**config.mk**
```make
export PLATFORM = sky130hd
export DESIGN_NAME = trail_compositor_flat
export DESIGN_NICKNAME = d
export VERILOG_FILES = /design/src/rtl/trail_compositor_if.sv /design/src/rtl/trail_compositor.sv /design/src/flat_wrapper.sv
export SDC_FILE = /design/constraint.sdc
export NUM_CORES = 1
export LEC_CHECK = 0
export CAP_MARGIN = 20
export CORE_MARGIN = 2
export CORE_UTILIZATION = 46
export DETAILED_ROUTE_END_ITERATION = 10
export GPL_ROUTABILITY_DRIVEN = 0
export PLACE_DENSITY = 0.8
export SLEW_MARGIN = 10
export SYNTH_ARGS = -nofsm -noshare
export SYNTH_HDL_FRONTEND = slang
export SYNTH_SLANG_ARGS = --single-unit
```
**constraint.sdc**
```tcl
create_clock -name Clk -period 1.6 [get_ports Clk]
set_clock_uncertainty 0.15 [all_clocks]
set_input_delay 0.32 -clock Clk [delete_from_list [all_inputs] [get_ports Clk]]
set_output_delay 0.32 -clock Clk [all_outputs]
set_load 0.1 [all_outputs]
```
**src/rtl/trail_compositor_if.sv**
```systemverilog
// Pixel, frame-RAM and collision-report signals of the trail compositor.
// master = environment (raster/RAM/consumer), slave = compositor.
interface trail_compositor_if #(
  parameter int COLOR_W      = 4,
  parameter int NUM_PLAYERS  = 2,
  parameter int ADDR_W       = 19,
  parameter int PIX_PER_WORD = 2
);
  logic                           frame_clk;
  logic                           enable;
  logic [9:0]                     DrawX;
  logic [9:0]                     DrawY;
  logic [NUM_PLAYERS*COLOR_W-1:0] Sprite_Color;
  logic [ADDR_W-1:0]              ram_read_address;
  logic [8*PIX_PER_WORD-1:0]      ram_data_out;
  logic [COLOR_W-1:0]             color_enum;
  logic                           pixel_valid;
  logic [NUM_PLAYERS-1:0]         collision;
  logic                           collision_valid;
  logic                           collision_ack;
  logic                           overrun;

  modport master (
    output frame_clk, enable, DrawX, DrawY, Sprite_Color, ram_data_out, collision_ack,
    input  ram_read_address, color_enum, pixel_valid, collision, collision_valid, overrun
  );

  modport slave (
    input  frame_clk, enable, DrawX, DrawY, Sprite_Color, ram_data_out, collision_ack,
    output ram_read_address, color_enum, pixel_valid, collision, collision_valid, overrun
  );
endinterface

```
**src/rtl/trail_compositor.sv**
```systemverilog
// Trail/sprite compositor with per-frame collision reports; pixel latency 3 clocks.
// No pixel backpressure; an unacked report is overwritten at the next frame tick and flags overrun.
module trail_compositor #(
  parameter int                 H_RES              = 640,
  parameter int                 V_RES              = 480,
  parameter int                 PIX_PER_WORD       = 2,
  parameter int                 COLOR_W            = 4,
  parameter int                 NUM_PLAYERS        = 2,
  parameter int                 ADDR_W             = 19,
  parameter logic [COLOR_W-1:0] BG_COLOR           = 4'h8,
  parameter logic [COLOR_W-1:0] SPRITE_TRANSPARENT = 4'hF
) (
  input logic               Clk,
  input logic               Reset,
  trail_compositor_if.slave bus
);

  localparam int SLOT_W     = (PIX_PER_WORD > 1) ? $clog2(PIX_PER_WORD) : 1;
  localparam int SPR_W      = NUM_PLAYERS * COLOR_W;
  localparam int LINE_WORDS = H_RES / PIX_PER_WORD;

  typedef enum logic [0:0] {SCAN, PUBLISH} state_t;

  // stage 0: raster position to RAM word address and byte slot
  logic              active0;
  logic [ADDR_W-1:0] addr0;
  logic [SLOT_W-1:0] slot0;

  always_comb begin
    active0 = (int'(bus.DrawX) < H_RES) && (int'(bus.DrawY) < V_RES);
    addr0   = ADDR_W'(int'(bus.DrawX) / PIX_PER_WORD + int'(bus.DrawY) * LINE_WORDS);
    slot0   = SLOT_W'(int'(bus.DrawX) % PIX_PER_WORD);
  end

  logic [ADDR_W-1:0] addr1;
  logic [SLOT_W-1:0] slot1, slot2;
  logic              active1, active2;
  logic [SPR_W-1:0]  spr1, spr2;

  always_ff @(posedge Clk or negedge Reset) begin
    if (!Reset) begin
      addr1   <= '0;
      slot1   <= '0;
      active1 <= 1'b0;
      spr1    <= '0;
      slot2   <= '0;
      active2 <= 1'b0;
      spr2    <= '0;
    end else begin
      addr1   <= addr0;
      slot1   <= slot0;
      active1 <= active0;
      spr1    <= bus.Sprite_Color;
      slot2   <= slot1;
      active2 <= active1;
      spr2    <= spr1;
    end
  end

  assign bus.ram_read_address = addr1;

  // stage 2: RAM data lines up with the twice-delayed sideband; slot 0 is the top byte
  logic [COLOR_W-1:0] trail;

  always_comb begin
    trail = '0;
    for (int i = 0; i < PIX_PER_WORD; i++) begin
      if (int'(slot2) == PIX_PER_WORD - 1 - i) begin
        trail = bus.ram_data_out[8*i +: COLOR_W];
      end
    end
  end

  // walk from the highest index down so the lowest opaque player wins
  logic [NUM_PLAYERS-1:0] opaque;
  logic [COLOR_W-1:0]     mix;

  always_comb begin
    opaque = '0;
    mix    = trail;
    for (int p = NUM_PLAYERS - 1; p >= 0; p--) begin
      opaque[p] = (spr2[p*COLOR_W +: COLOR_W] != SPRITE_TRANSPARENT);
      if (opaque[p]) begin
        mix = spr2[p*COLOR_W +: COLOR_W];
      end
    end
  end

  logic                   scan_en;
  logic [NUM_PLAYERS-1:0] hit;

  always_comb begin
    scan_en = active2 && bus.enable;
    hit     = '0;
    for (int p = 0; p < NUM_PLAYERS; p++) begin
      hit[p] = scan_en && opaque[p] &&
               ((trail != BG_COLOR) || (|(opaque & ~(NUM_PLAYERS'(1) << p))));
    end
  end

  logic [COLOR_W-1:0] color_q;
  logic               pixel_valid_q;

  always_ff @(posedge Clk or negedge Reset) begin
    if (!Reset) begin
      color_q       <= '0;
      pixel_valid_q <= 1'b0;
    end else begin
      color_q       <= active2 ? mix : '0;
      pixel_valid_q <= active2;
    end
  end

  assign bus.color_enum  = color_q;
  assign bus.pixel_valid = pixel_valid_q;

  // frame_clk is slow but asynchronous to the pixel raster phase
  logic fc_s1, fc_s2, fc_s3;
  logic tick;

  always_ff @(posedge Clk or negedge Reset) begin
    if (!Reset) begin
      fc_s1 <= 1'b0;
      fc_s2 <= 1'b0;
      fc_s3 <= 1'b0;
    end else begin
      fc_s1 <= bus.frame_clk;
      fc_s2 <= fc_s1;
      fc_s3 <= fc_s2;
    end
  end

  assign tick = fc_s2 && !fc_s3;

  state_t state, state_nxt;
  logic   publish;

  always_ff @(posedge Clk or negedge Reset) begin
    if (!Reset) begin
      state <= SCAN;
    end else begin
      state <= state_nxt;
    end
  end

  always_comb begin
    state_nxt = state;
    publish   = 1'b0;
    case (state)
      SCAN: begin
        if (tick) begin
          state_nxt = PUBLISH;
        end
      end
      PUBLISH: begin
        publish   = 1'b1;
        state_nxt = SCAN;
      end
      default: state_nxt = SCAN;
    endcase
  end

  logic [NUM_PLAYERS-1:0] pending;
  logic [NUM_PLAYERS-1:0] collision_q;
  logic                   collision_valid_q;
  logic                   overrun_q;

  // hits seen in the publish cycle seed the next frame instead of being dropped
  always_ff @(posedge Clk or negedge Reset) begin
    if (!Reset) begin
      pending           <= '0;
      collision_q       <= '0;
      collision_valid_q <= 1'b0;
      overrun_q         <= 1'b0;
    end else if (publish) begin
      collision_q       <= pending;
      pending           <= hit;
      collision_valid_q <= 1'b1;
      if (collision_valid_q && !bus.collision_ack) begin
        overrun_q <= 1'b1;
      end
    end else begin
      pending <= pending | hit;
      if (collision_valid_q && bus.collision_ack) begin
        collision_valid_q <= 1'b0;
      end
    end
  end

  assign bus.collision       = collision_q;
  assign bus.collision_valid = collision_valid_q;
  assign bus.overrun         = overrun_q;

endmodule
```
**src/flat_wrapper.sv**
```systemverilog
// flat-port wrapper written by rule: the top's interface ports become plain ports
module trail_compositor_flat 
#(
  parameter int                 H_RES              = 640,
  parameter int                 V_RES              = 480,
  parameter int                 PIX_PER_WORD       = 2,
  parameter int                 COLOR_W            = 4,
  parameter int                 NUM_PLAYERS        = 2,
  parameter int                 ADDR_W             = 19,
  parameter logic [COLOR_W-1:0] BG_COLOR           = 4'h8,
  parameter logic [COLOR_W-1:0] SPRITE_TRANSPARENT = 4'hF
)
  (Clk, Reset, bus_frame_clk, bus_enable, bus_DrawX, bus_DrawY, bus_Sprite_Color, bus_ram_data_out, bus_collision_ack, bus_ram_read_address, bus_color_enum, bus_pixel_valid, bus_collision, bus_collision_valid, bus_overrun);
  trail_compositor_if #(.COLOR_W(COLOR_W), .NUM_PLAYERS(NUM_PLAYERS), .ADDR_W(ADDR_W), .PIX_PER_WORD(PIX_PER_WORD)) bus_i ();
  input logic Clk;
  input logic Reset;
  input wire logic [$bits(bus_i.frame_clk)-1:0] bus_frame_clk;
  input wire logic [$bits(bus_i.enable)-1:0] bus_enable;
  input wire logic [$bits(bus_i.DrawX)-1:0] bus_DrawX;
  input wire logic [$bits(bus_i.DrawY)-1:0] bus_DrawY;
  input wire logic [$bits(bus_i.Sprite_Color)-1:0] bus_Sprite_Color;
  input wire logic [$bits(bus_i.ram_data_out)-1:0] bus_ram_data_out;
  input wire logic [$bits(bus_i.collision_ack)-1:0] bus_collision_ack;
  output wire logic [$bits(bus_i.ram_read_address)-1:0] bus_ram_read_address;
  output wire logic [$bits(bus_i.color_enum)-1:0] bus_color_enum;
  output wire logic [$bits(bus_i.pixel_valid)-1:0] bus_pixel_valid;
  output wire logic [$bits(bus_i.collision)-1:0] bus_collision;
  output wire logic [$bits(bus_i.collision_valid)-1:0] bus_collision_valid;
  output wire logic [$bits(bus_i.overrun)-1:0] bus_overrun;
  assign bus_i.frame_clk = bus_frame_clk;
  assign bus_i.enable = bus_enable;
  assign bus_i.DrawX = bus_DrawX;
  assign bus_i.DrawY = bus_DrawY;
  assign bus_i.Sprite_Color = bus_Sprite_Color;
  assign bus_i.ram_data_out = bus_ram_data_out;
  assign bus_i.collision_ack = bus_collision_ack;
  assign bus_ram_read_address = bus_i.ram_read_address;
  assign bus_color_enum = bus_i.color_enum;
  assign bus_pixel_valid = bus_i.pixel_valid;
  assign bus_collision = bus_i.collision;
  assign bus_collision_valid = bus_i.collision_valid;
  assign bus_overrun = bus_i.overrun;
  trail_compositor #(.H_RES(H_RES), .V_RES(V_RES), .PIX_PER_WORD(PIX_PER_WORD), .COLOR_W(COLOR_W), .NUM_PLAYERS(NUM_PLAYERS), .ADDR_W(ADDR_W), .BG_COLOR(BG_COLOR), .SPRITE_TRANSPARENT(SPRITE_TRANSPARENT)) u_core (.Clk(Clk), .Reset(Reset), .bus(bus_i));
endmodule
```
==> flow_metrics.env, run 1 <==
export IMPL_drive_gt1_share_pct=45.25
export IMPL_die_w_um=76.16
export IMPL_dieArea_sq_um=5800
export IMPL_cts_tree="done"
export IMPL_antenna_found_initial=0
export IMPL_pwr_share_comb_pct=50.0
export IMPL_async_flop_share_pct=100.0
export IMPL_critPathCapture="u_core.bus.ram_read_address[17]"
export IMPL_ys_ff_latch=54
export IMPL_p_int_mw=2.792
export IMPL_maxSlewHeadroom_pct=75.56
export IMPL_setup_worst_path_start="bus_DrawY[3]"
export IMPL_cp_slowest_stage_delay_ns=0.38
export IMPL_p_sw_share_pct=40.83
export IMPL_synth_cell_types=41
export IMPL_critPathSlowestCell="fa_2"
export IMPL_placed_area_sq_um=3764
export IMPL_timing_fmax_ghz=0.4237
export IMPL_final_hold_viol_count=0
export IMPL_yosys_warnings=0
export IMPL_synth_edf_count=0
export IMPL_tightest_slew_ns=0.3628
export IMPL_regArea_sq_um=1353
export IMPL_p_leak_nw=1.799
export IMPL_drtIter0Drc=110
export IMPL_multi_input_area_sq_um=1378
export IMPL_root_buffer="clkbuf_8"
export IMPL_syn_area_sq_um=2395
export IMPL_numCtsBuffers=5
export IMPL_layout_worst_path_cycle_share_pct=147.5
export IMPL_syn_area_per_cell_sq_um=12.67
export IMPL_violations="negative setup slack"
export IMPL_cts_buffer_depth=2
export IMPL_power_frac_seq_pct=35.0
export IMPL_avgViaCountPerCell=5.397
export IMPL_cts_htree_levels=2
export IMPL_nets=375
export IMPL_status="finished with violations"
export IMPL_initial_core_util_pct=47.19
export IMPL_mostFrequentLayoutCell="dfrtp_1"
export IMPL_arrival_ns=2.39
export IMPL_switchingPower_mw=1.927
export IMPL_diodes=0
export IMPL_crit_chain="buf_8 > ha_4 > ha_4 > fa_2 > buf_6 > xor2_4 > nor3b_4 > nor4b_4 > o2111ai_2 > xor2_1"
export IMPL_path_max_fanout=3
export IMPL_grt_usage_pct=21.74
export IMPL_grt_pass1_vias=2086
export IMPL_regToRegSetupSlack_ns=0.13
export IMPL_worstSetupPathType="input pin to flop"
export IMPL_startpoint_type="input pin"
export IMPL_finalInstanceArea_sq_um=4227
export IMPL_num_vias=2024
export IMPL_pre_cts_ws_ns=-1.451
export IMPL_finalPower_mw=4.719
export IMPL_portBuffers=68
export IMPL_synth_ff_type="dfrtp_1"
export IMPL_wl_per_cell_um=18.32
export IMPL_clockPowerShare_pct=15.1
export IMPL_die_h_um=76.16
export IMPL_core_area_sq_um=5075
export IMPL_finish_utilization_pct=83.28
export IMPL_worst_skew_pair_late_latency_ns=0.30
export IMPL_hold_slack_ns=0.2017
export IMPL_layout_common_cells="53 x dfrtp_1, 34 x buf_4, 29 x buf_12"
export IMPL_cts_sinks=54
export IMPL_power_density_nw_per_um2=1116
export IMPL_ys_seq_area_share_pct=56.43
export IMPL_std_cell_rows=26
export IMPL_drv_cap=0
export IMPL_setup_ws_ns=-0.7602
export IMPL_ff2ff_path_depth=4
export IMPL_critPathCaptureType="flop"
export IMPL_final_instance_count_excl_fill=375
export IMPL_io_pins=77
export IMPL_period_minus_slack_ns=2.360
export IMPL_hold_path_class="flop to flop"
export IMPL_peakVddDrop_mv=0.6512
export IMPL_hpwl_um=4477
export IMPL_drc_errors=0
export IMPL_rsz0062_at_grt="yes"
export IMPL_crit_path_frequent_cell="ha_4"
export IMPL_finalMaxSlewViolations=0
export IMPL_postSynthCellCount=189
export IMPL_totalWireLength_um=6869
export IMPL_fin_setup_tns_ns=-4.935
export IMPL_globalRouteOverflowTotal=0
export IMPL_place_inst=360
export IMPL_synth_nets=259
export IMPL_firstDrtPassIters=4
export IMPL_timing_rr_start="u_core.slot2"
export IMPL_area_growth_pct=76.49
export IMPL_grt_first_pass_wirelength_um=9880
export IMPL_r2r_end="u_core.pending[1]"
export IMPL_clk_pin_slew_ns=0.08
export IMPL_grt_max_degree=49
export IMPL_setup_viol=9
export IMPL_ant_nets=0
export IMPL_nFillCells=261
export IMPL_cp_required_ns=1.63
[cells by family after synthesis]
| family | count (synthesis) | synth area share (%) |
|---|---|---|
| flip-flops | 54 | 56.43 |
| AO/OA/AOI/OAI | 41 | 12.43 |
| buffers and inverters | 12 | 1.881 |
| AND/OR/NAND/NOR | 43 | 10.29 |
| XOR/XNOR | 12 | 4.703 |
| adder cells (fa/ha/maj) | 21 | 11.60 |
| multiplexers | 6 | 2.665 |
[area by class of cell]
class / count / share of cell area [%]
Sequential cell: 54 / 32.00
Clock buffer: 6 / 1.717
Timing Repair Buffer: 109 / 30.37
Clock inverter: 1 / 0.1776
Tap cell: 70 / 2.072
Multi-Input combinational cell: 123 / 32.59
Inverter: 12 / 1.066
[flip-flops by register name (all words and copies together) (netlist names)]
name and cells:
u_core.state 1, u_core.bus.pixel_valid 1, u_core.bus.overrun 1, u_core.slot2 1, u_core.bus.collision 2, u_core.slot1 1
u_core.bus.collision_valid 1, u_core.active2 1, u_core.fc_s1 1, u_core.spr2 8, u_core.active1 1, u_core.bus.ram_read_address 19
u_core.fc_s2 1, u_core.fc_s3 1, u_core.spr1 8, u_core.bus.color_enum 4, u_core.pending 2
[metal layers]
layer	up-vias	part of all wire, %	track usage [%]
met5	-	0	0
met4	0	3.9	7.273
met3	28	4.8	5.806
met2	88	57	42.77
met1	994	34	21.94
li1	914	-	-
[worst max-delay path: cells and delay by family]
kind                       cells  cell delay [ns]
adders and majority gates      3             0.77
and+or+nand+nor                2             0.51
xor gates and xnor gates       2             0.39
buffers and inverters          2             0.25
AOI/OAI and AO/OA              1             0.15
[worst min path at each step]
| stage | start | to | slack, ns | cells after the start |
|---|---|---|---|---|
| 6_report | u_core.active1 | u_core.active2 | 0.20 | 0 |
| 5_1_grt | u_core.spr1[1] | u_core.spr2[1] | 0.21 | 0 |
| 3_3_place_gp | Reset | u_core.bus.ram_read_address[2] | 0.02 | 1 |
| 3_5_place_dp | Reset | u_core.bus.ram_read_address[2] | 0.02 | 1 |
| 2_1_floorplan | Reset | u_core.active1 | -0.13 | 0 |
| 4_1_cts | u_core.fc_s1 | u_core.fc_s2 | 0.21 | 0 |
[power by group through the flow]
stage                     clock network, mW  logic [mW]  registers (mW)
after floorplan                           0       0.425            2.43
after global placement                    0        2.07            1.66
after detailed placement                  0        2.11            1.67
after CTS                             0.722        2.23            1.65
after global routing                  0.784        2.45            1.67
final                                 0.710        2.36            1.65
[timing repair]
action	in CTS	in global routing
pin swaps	23	9
hold buffers	1	0
cloned	0	0
gates resized for setup	61	20
endpoints found under the setup margin	11	11
setup buffers	3	7
hold endpoints to repair	54	0
[synth_stat cells (2+ instances only)]
| library cell | count | share of area, % |
|---|---|---|
| xor2_1 | 2 | 0.73 |
| a211oi_1 | 3 | 0.94 |
| nand2b_1 | 5 | 1.3 |
| o2111ai_1 | 4 | 1.5 |
| a31oi_1 | 2 | 0.52 |
| nor2b_1 | 2 | 0.52 |
| ha_1 | 19 | 9.9 |
| a21oi_1 | 9 | 1.9 |
| nor2_1 | 12 | 1.9 |
| mux2_2 | 3 | 1.4 |
| inv_1 | 12 | 1.9 |
| nand4_1 | 4 | 1.0 |
| mux2i_1 | 3 | 1.3 |
| a21o_1 | 2 | 0.63 |
| o221ai_1 | 2 | 0.73 |
| xnor2_1 | 9 | 3.3 |
| nand2_1 | 8 | 1.3 |
| dfrtp_1 | 54 | 56 |
| fa_1 | 2 | 1.7 |
| o21ai_0 | 9 | 1.9 |
| nor3b_1 | 2 | 0.63 |
| or2_2 | 2 | 0.52 |
Note: power is estimated with default switching activity, not from simulation.
==> run 2: changes to the inputs <==
- CELL_PAD_IN_SITES_DETAIL_PLACEMENT: not set -> 1
- CELL_PAD_IN_SITES_GLOBAL_PLACEMENT: not set -> 2
- CORE_UTILIZATION: 46 -> 29
- MAX_ROUTING_LAYER: not set -> met4
- PLACE_DENSITY: 0.8 -> not set
- PLACE_DENSITY_LB_ADDON: not set -> 0.1
==> flow_metrics.env, run 2 (synthesis results as in run 1) <==
export IMPL_crit_chain="buf_8 > ha_4 > ha_4 > fa_2 > a211oi_4 > nor2_4 > o311ai_4 > buf_4 > o2111ai_2 > xor2_1"
export IMPL_maxSlewHeadroom_pct=75.60
export IMPL_fin_setup_tns_ns=-4.717
export IMPL_mostFrequentLayoutCell="dfrtp_1"
export IMPL_drv_cap=0
export IMPL_hold_slack_ns=0.2028
export IMPL_cts_buffer_depth=2
export IMPL_cts_tree="done"
export IMPL_diodes=0
export IMPL_layout_worst_path_cycle_share_pct=149.1
export IMPL_num_vias=1912
export IMPL_hpwl_um=4705
export IMPL_nets=382
export IMPL_final_hold_viol_count=0
export IMPL_setup_viol=8
export IMPL_largest_reg_flops=19
export IMPL_firstDrtPassIters=3
export IMPL_arrival_ns=2.41
export IMPL_numCtsBuffers=5
export IMPL_nFillCells=823
export IMPL_path_delay_family="adder cells"
export IMPL_rsz0062_at_grt="yes"
export IMPL_hold_path_class="flop to flop"
export IMPL_globalRouteOverflowTotal=0
export IMPL_portBuffers=68
export IMPL_totalWireLength_um=6121
export IMPL_startpoint_type="input pin"
export IMPL_layout_common_cells="53 x dfrtp_1, 43 x buf_4, 30 x clkdlybuf4s50_1"
export IMPL_io_pins=77
export IMPL_avgViaCountPerCell=4.574
export IMPL_initial_core_util_pct=29.59
export IMPL_multi_input_area_sq_um=1376
export IMPL_die_h_um=94.88
export IMPL_tightest_slew_ns=0.3644
export IMPL_grt_pass1_vias=2134
export IMPL_worstSetupPathType="input pin to flop"
export IMPL_setup_ws_ns=-0.7863
export IMPL_cp_required_ns=1.62
export IMPL_grt_usage_pct=14.98
export IMPL_period_minus_slack_ns=2.386
export IMPL_grt_max_degree=46
export IMPL_finalMaxSlewViolations=0
export IMPL_worst_skew_pair_late_latency_ns=0.29
export IMPL_final_instance_count_excl_fill=418
export IMPL_root_buffer="clkbuf_8"
export IMPL_clk_pin_slew_ns=0.09
export IMPL_dieArea_sq_um=9001
export IMPL_status="finished with violations"
export IMPL_cts_htree_levels=2
export IMPL_wl_per_cell_um=14.64
export IMPL_peakVddDrop_mv=0.4138
export IMPL_core_area_sq_um=8093
export IMPL_std_cell_rows=33
export IMPL_critical_path_buf_inv_count=2
export IMPL_grt_first_pass_wirelength_um=10060
export IMPL_violations="negative setup slack"
export IMPL_die_w_um=94.88
export IMPL_place_inst=397
export IMPL_drive_gt1_share_pct=46.96
export IMPL_drc_errors=0
export IMPL_ant_nets=0
export IMPL_power_density_nw_per_um2=1124
export IMPL_cp_slowest_stage_delay_ns=0.41
export IMPL_critPathSlowestCell="fa_2"
export IMPL_pre_cts_ws_ns=-1.531
export IMPL_timing_fmax_ghz=0.4191
export IMPL_critPathCaptureType="flop"
export IMPL_drtIter0Drc=30
export IMPL_area_growth_pct=81.45
export IMPL_antenna_found_initial=0
export IMPL_regArea_sq_um=1353
export IMPL_crit_path_frequent_cell="ha_4"
export IMPL_path_max_fanout=3
export IMPL_cts_sinks=54
export IMPL_p_leak_nw=1.866
-- run 2: cell types whose count changed in the layout (fill, tap and decap cells not counted), moves of 3 or more --
cell,before,now
buf_4,34,43
dlygate4sd2_1,5,2
mux2i_1,0,3
mux2i_2,3,0
-- run 2: repair_timing --
| item | CTS | global route |
|---|---|---|
| hold endpoints to repair | 9 | 0 |
| hold buffers | 1 | 0 |
| setup endpoints to repair | 11 | 10 |
| buffers inserted | 7 | 7 |
| resized for setup | 68 | 18 |
| pin swaps | 19 | 18 |
-- run 2: final timing paths --
path | slack (ns) | start | depth (start not counted) | to
worst max-delay path | -0.79 | bus_DrawY[3] | 10 | u_core.bus.ram_read_address[17]
worst min-delay path | 0.20 | u_core.spr1[5] | 0 | u_core.spr2[5]
worst max register to register | 0.17 | u_core.slot2 | 4 | u_core.pending[0]
worst min register to register | 0.20 | u_core.spr1[5] | 0 | u_core.spr2[5]
max in group asynchronous | 0.52 | Reset | 3 | u_core.slot2
min in group asynchronous | 0.27 | Reset | 2 | u_core.bus.ram_read_address[3]
-- run 2: worst register-to-register path, delay by kind of cell (launching register included) --
| kind | cells | cell delay [ns] |
|---|---|---|
| simple gates | 1 | 0.15 |
| mux | 1 | 0.27 |
| compound gates | 2 | 0.33 |
| flops | 1 | 0.42 |
-- run 2: power by group --
group / leakage [nW] / total, mW / switching, mW / internal, mW
combinational: 1.17 / 2.37 / 1.36 / 1.01
sequential: 0.641 / 1.64 / 0.127 / 1.52
clock: 0.0524 / 0.876 / 0.407 / 0.468
total: 1.87 / 4.88 / 1.89 / 3.00
-- run 2: cell type report --
type / instances / area share (%)
inverter: 12 / 1.037
multi-input combinational: 123 / 31.67
clock buffer: 7 / 1.756
tap: 105 / 3.023
sequential: 54 / 31.13
clock inverter: 1 / 0.6910
timing repair buffer: 116 / 30.69
-- run 2: routing by layer --
metal	global-route usage, %	up-vias	routed length, um	part of all wire, %
li1	-	917	-	-
met1	15.76	957	2256	37
met2	28.61	32	3602	59
met3	2.155	6	170	2.8
met4	4.710	0	92	1.5
met5	-	-	0	0
-- run 2: per-stage QoR --
stage                     area (sq um)  utilization, %  power (mW)
after floorplan                   2460               -       2.855
after global placement            3822           47.23       3.780
after detailed placement          3822           47.23       3.805
after CTS                         4238           52.37       4.868
after global routing              4345           53.70       5.112
final                             4345           53.70       4.885
==> RTL change 1: new RTL, config.mk and constraints of run 2 <==
`NUM_PLAYERS` is set to 2 in 3 places; all go to 4.
--- a/src/rtl/trail_compositor_if.sv
+++ b/src/rtl/trail_compositor_if.sv
@@ -4,3 +4,3 @@
   parameter int COLOR_W      = 4,
-  parameter int NUM_PLAYERS  = 2,
+  parameter int NUM_PLAYERS  = 4,
   parameter int ADDR_W       = 19,
--- a/src/rtl/trail_compositor.sv
+++ b/src/rtl/trail_compositor.sv
@@ -7,3 +7,3 @@
   parameter int                 COLOR_W            = 4,
-  parameter int                 NUM_PLAYERS        = 2,
+  parameter int                 NUM_PLAYERS        = 4,
   parameter int                 ADDR_W             = 19,
--- a/src/flat_wrapper.sv
+++ b/src/flat_wrapper.sv
@@ -7,3 +7,3 @@
   parameter int                 COLOR_W            = 4,
-  parameter int                 NUM_PLAYERS        = 2,
+  parameter int                 NUM_PLAYERS        = 4,
   parameter int                 ADDR_W             = 19,
Interface: changed (resized bus_Sprite_Color and bus_collision); port bits go from 77 to 87. The function was not compared with the original's and may differ.
==> RTL change 1 against run 2 <==
The flow still finishes with violations (setup timing); cell area is 25% higher; setup slack better by 0.0046 ns; combinational power is 11% higher; sequential cell count is 20 higher; wire length is 24% higher; synthesized cell count is 24% higher; clock power is 120% higher; global-route usage is 0.13 points higher; total power is 40% higher; area after synthesis is 26% higher; critical path type unchanged.
==> RTL change 1: results (changes against run 2) <==
[metrics] area taken by flip-flops and latches: 1852 um^2 (+37%)
[metrics] sequential share of the synthesized area: 61.46% (+5.0 points)
[metrics] Layout clock buffers: 12 (+5)
[metrics] invs w/o clock: 11 (-1)
[metrics] port buffer count: 78 (+15%)
[metrics] fin worst setup slack: -0.7817 ns (+0.004620 ns)
[metrics] top cells by area, synth: sky130_fd_sc_hd__dfrtp_1, sky130_fd_sc_hd__ha_1, sky130_fd_sc_hd__xnor2_1, sky130_fd_sc_hd__xor2_1, sky130_fd_sc_hd__nand2_1
[metrics] Tightest Hold Check Type: in2reg
[metrics] register clock-pin slew on the reported worst setup and hold paths: 0.07 ns (-0.02 ns)
[metrics] Endpoint, Worst Hold: u_core.bus.ram_read_address[6]$_DFF_PN0_
[metrics] largest net degree at the start of global routing: 50 (+8.7%)
[metrics] failing checks: setup timing
[metrics] worst-case register-to-register setup slack: 0.12 ns (-0.05 ns)
[metrics] cell type of the slowest stage on the worst timing path: sky130_fd_sc_hd__or4_4
[metrics] register bit total from synthesis: 74 (+37%)
[metrics] clock insertion delay at the later pin of the skew report: 0.33 ns (+0.04 ns)
[metrics] Layout fillers: 998 (+21%)
[metrics] gate count after technology mapping: 235 (+24%)
[metrics] clk tree area frac: 5.262% (+2.8 points)
[metrics] wire length of the first global-routing pass: 12,720 um (+26%)
[metrics] proportion of layout cells with a drive suffix above 1: 45.67% (-1.3 points)
[metrics] worst hold slack: 0.1423 ns (-0.06045 ns)
[metrics] Setup TNS Final: -3.893 ns (+0.8238 ns)
[metrics] area of the multi-input gates: 1541 um^2 (+12%)
[metrics] R2R Path Start: u_core.spr2[11]$_DFF_PN0_
[metrics] number of buffers created by CTS: 9 (+4)
[metrics] placed insts: 489 (+23%)
[metrics] vias in the first global route: 2,680 (+26%)
[metrics] number of cells on the worst reg-to-reg path: 6 (+2)
[metrics] total global-route track usage: 15.11% (+0.13 points)
[metrics] multi-input combinational cell count: 147 (+20%)
[metrics] Hold Path Cell Cnt: 2 (+2)
[metrics] vias after detailed routing: 2,332 (+22%)
[metrics] Setup Viol. Count Final: 8 (unchanged)
[metrics] DR WL/cell: 14.65 um (about the same)
[metrics] Largest stage delay, worst path: 0.55 ns (+0.14 ns)
[metrics] HPWL reported at the end of detailed placement: 5674 um (+21%)
[metrics] worst slack after detailed placement: -1.678 ns (-0.1474 ns)
[metrics] final net count: 454 (+19%)
[metrics] remaining max-slew budget at the tightest pin: 73.93% (-1.7 points)
[metrics] Plain + repair buffers: 133 (+15%)
[metrics] outcome: complete, but fails checks
[metrics] number of distinct standard cells referenced by the synthesized netlist: 42 (+2.4%)
[metrics] total number of H-tree levels: 3 (+1)
==> RTL change 1: cell families after synthesis <==
kind of cell | Yosys count | synth area share [%]
multiplexers | 8 | 2.824
adder cells (fa/ha/maj) | 21 | 9.219
flip-flops | 74 | 61.46
AO/OA/AOI/OAI | 46 | 10.67
XOR/XNOR | 14 | 4.070
buffers and inverters | 14 | 1.744
AND/OR/NAND/NOR | 58 | 10.01
==> RTL change 1: routing by layer <==
metal	vias to the layer above	part of all wire [%]	GRT usage [%]
li1	1115	-	-
met3	10	2.7	2.146
met5	-	0	-
met1	1162	36	14.91
met2	45	60	29.59
met4	0	1.8	5.921
==> RTL change 1: power breakdown <==
| group | switching (uW) | internal (uW) |
|---|---|---|
| Sequential | 162 | 2070 |
| Clock | 644 | 1320 |
| Combinational | 1510 | 1120 |
==> RTL change 1: per-stage QoR <==
stage	power, uW	cell area [um^2]
global placement	4602	4641
finish	6816	5421
global route	7092	5421
CTS	6885	5361
floorplan	3547	3068
detailed placement	4632	4641
==> RTL change 2: new RTL, settings of run 2 <==
Made on the original files. Reset style: synchronous (`Reset`), changed in 5 clocked blocks. Comments in the files are not updated.
--- a/src/rtl/trail_compositor.sv
+++ b/src/rtl/trail_compositor.sv
@@ -39,3 +39,3 @@
 
-  always_ff @(posedge Clk or negedge Reset) begin
+  always_ff @(posedge Clk) begin
     if (!Reset) begin
@@ -103,3 +103,3 @@
 
-  always_ff @(posedge Clk or negedge Reset) begin
+  always_ff @(posedge Clk) begin
     if (!Reset) begin
@@ -120,3 +120,3 @@
 
-  always_ff @(posedge Clk or negedge Reset) begin
+  always_ff @(posedge Clk) begin
     if (!Reset) begin
@@ -137,3 +137,3 @@
 
-  always_ff @(posedge Clk or negedge Reset) begin
+  always_ff @(posedge Clk) begin
     if (!Reset) begin
@@ -168,3 +168,3 @@
   // hits seen in the publish cycle seed the next frame instead of being dropped
-  always_ff @(posedge Clk or negedge Reset) begin
+  always_ff @(posedge Clk) begin
     if (!Reset) begin
Function: differs if Reset is asserted again (counterexample within 4 cycles, from zero or initial values and one cycle with Reset low); with Reset held inactive, the same outputs for 10 cycles.
==> RTL change 2 against run 2 <==
Count of clock-buffer cells in the layout down 2; largest power group unchanged; total power shrank 19%; first-iteration DRC count down 53%; the flow still finishes with violations (setup timing); wire length is 6.9% higher; die area is 0.39% higher; cell area fell by 0.98%; area after synthesis rose by 0.42%; sequential cell count stayed put; setup slack worse by 0.11 ns.
==> RTL change 2: results (changes against run 2) <==
[metrics] outcome: complete, but fails checks
[metrics] failing checks: setup timing
[metrics] Setup TNS Final: -4.975 ns (-0.2578 ns)
[metrics] Layout fillers: 872 (+6.0%)
[metrics] number of buffers created by CTS: 5 (unchanged)
[metrics] largest net degree at the start of global routing: 26 (-43%)
[metrics] maximum net fanout on the critical path: 4 (+1)
[metrics] total number of H-tree levels: 2 (unchanged)
[metrics] top cells by area, synth: sky130_fd_sc_hd__dfxtp_1, sky130_fd_sc_hd__ha_1, sky130_fd_sc_hd__and2_1, sky130_fd_sc_hd__nor2_1, sky130_fd_sc_hd__nand2_1
[metrics] clock insertion delay at the later pin of the skew report: 0.31 ns (+0.02 ns)
[metrics] Iteration-0 DRC Markers: 14 (-53%)
[metrics] sum of routed wire length over all layers: 6544 um (+6.9%)
[metrics] most instantiated cells after synthesis: sky130_fd_sc_hd__dfxtp_1, sky130_fd_sc_hd__and2_1, sky130_fd_sc_hd__nor2_1
[metrics] proportion of layout cells with a drive suffix above 1: 39.89% (-7.1 points)
[metrics] gate count after technology mapping: 245 (+30%)
[metrics] vias in the first global route: 2,139 (+0.23%)
[metrics] proportion of synthesized flip-flops having asynchronous set or reset: 0% (-100 points)
[metrics] Lkg Pwr: 0.001727 uW (-7.5%)
[metrics] total nets after synthesis: 315 (+22%)
[metrics] total global-route track usage: 14.81% (-0.18 points)
[metrics] Data arrival, critical path: 2.60 ns (+0.19 ns)
[metrics] peak supply drop: 454.4 uV (+9.8%)
[metrics] Setup Viol. Count Final: 9 (+1)
[metrics] register clock-pin slew on the reported worst setup and hold paths: 0.10 ns
[metrics] number of distinct standard cells referenced by the synthesized netlist: 48 (+17%)
[metrics] worst slack after detailed placement: -1.743 ns (-0.2126 ns)
[metrics] final net count: 430 (+13%)
[metrics] Vias per Instance: 4.597 (+0.49%)
[metrics] placed insts: 452 (+14%)
[metrics] net switching share of the total power: 35.65% (-3.0 points)
[metrics] remaining max-slew budget at the tightest pin: 75.71% (+0.11 points)
[metrics] fin worst setup slack: -0.8970 ns (-0.1107 ns)
[metrics] vias after detailed routing: 2,142 (+12%)
[metrics] HPWL reported at the end of detailed placement: 5038 um (+7.1%)
[metrics] sequential share of the synthesized area: 44.95% (-11 points)
[metrics] wire length of the first global-routing pass: 10,090 um (+0.34%)
[RTL change 2: critical path: stages]
cell                       delay (ns)
sky130_fd_sc_hd__buf_8           0.10
sky130_fd_sc_hd__ha_4            0.24
sky130_fd_sc_hd__ha_4            0.16
sky130_fd_sc_hd__fa_2            0.40
sky130_fd_sc_hd__a211oi_4        0.32
sky130_fd_sc_hd__o21ai_1         0.11
sky130_fd_sc_hd__or3b_4          0.25
sky130_fd_sc_hd__nand4_2         0.10
sky130_fd_sc_hd__or4_1           0.52
sky130_fd_sc_hd__nand2_1         0.07
[RTL change 2: final cells by class]
cell class	count	share of cell area, %
Multi-Input combinational cell	177	38.06
Timing Repair Buffer	116	31.06
Sequential cell	54	25.15
Tap cell	105	3.053
Clock buffer	5	1.599
Clock inverter	3	0.5525
Inverter	6	0.5234
[RTL change 2: cells by family (layout without fill, tap and decap cells)]
kind of cell / count (synthesis) / in the layout / synth area share, %
DFF: 54 / 54 / 44.95
xor gates and xnor gates: 8 / 8 / 2.914
muxes: 6 / 6 / 2.705
adders and majority gates: 21 / 21 / 11.55
buffers and inverters: 14 / 130 / 2.237
AOI/OAI and AO/OA: 40 / 40 / 11.50
and+or+nand+nor: 102 / 102 / 24.14
[RTL change 2: worst paths after layout]
path         slack, ns                                         end  cells past startpoint                     from
max              -0.90  u_core.bus.ram_read_address[17]$_SDFF_PN0_                     10             bus_DrawY[3]
min               0.25                     u_core.state$_SDFF_PP0_                      1  u_core.fc_s3$_SDFF_PN0_
max reg2reg       0.25                u_core.pending[0]$_SDFF_PN0_                      6  u_core.slot2$_SDFF_PN0_
min reg2reg       0.25                     u_core.state$_SDFF_PP0_                      1  u_core.fc_s3$_SDFF_PN0_
[RTL change 2: power groups by stage]
stage	logic [uW]	registers (uW)	clock network (uW)
6_report	1660	1480	804
5_1_grt	1760	1490	900
4_1_cts	1540	1490	836
3_5_place_dp	1440	1520	0
3_3_place_gp	1430	1510	0
2_1_floorplan	438	1890	0
[RTL change 2: stage by stage]
step	cell area, um^2	hold slack (ns)	power [uW]	utilization [%]
finish	4303	0.2501	3948	52.90
global placement	3877	0.2272	2940	47.67
global route	4303	0.2626	4151	52.90
detailed placement	3877	0.2405	2954	47.67
CTS	4159	0.2549	3866	51.13
floorplan	2510	0.2221	2324	-
[RTL change 2: routing by layer]
| layer | GRT usage [%] | share of wire [%] | wire [um] |
|---|---|---|---|
| met1 | 17.27 | 41 | 2715 |
| met2 | 26.53 | 54 | 3556 |
| met3 | 2.372 | 3.1 | 200 |
| met4 | 3.623 | 1.1 | 71 |
| met5 | - | 0 | 0 |
[RTL change 2: what timing repair did]
item / 4_1_cts / 5_1_grt
cloned: 0 / 0
buffers inserted: 3 / 5
endpoints found under the setup margin: 12 / 11
pin swaps: 16 / 18
resized for setup: 63 / 26
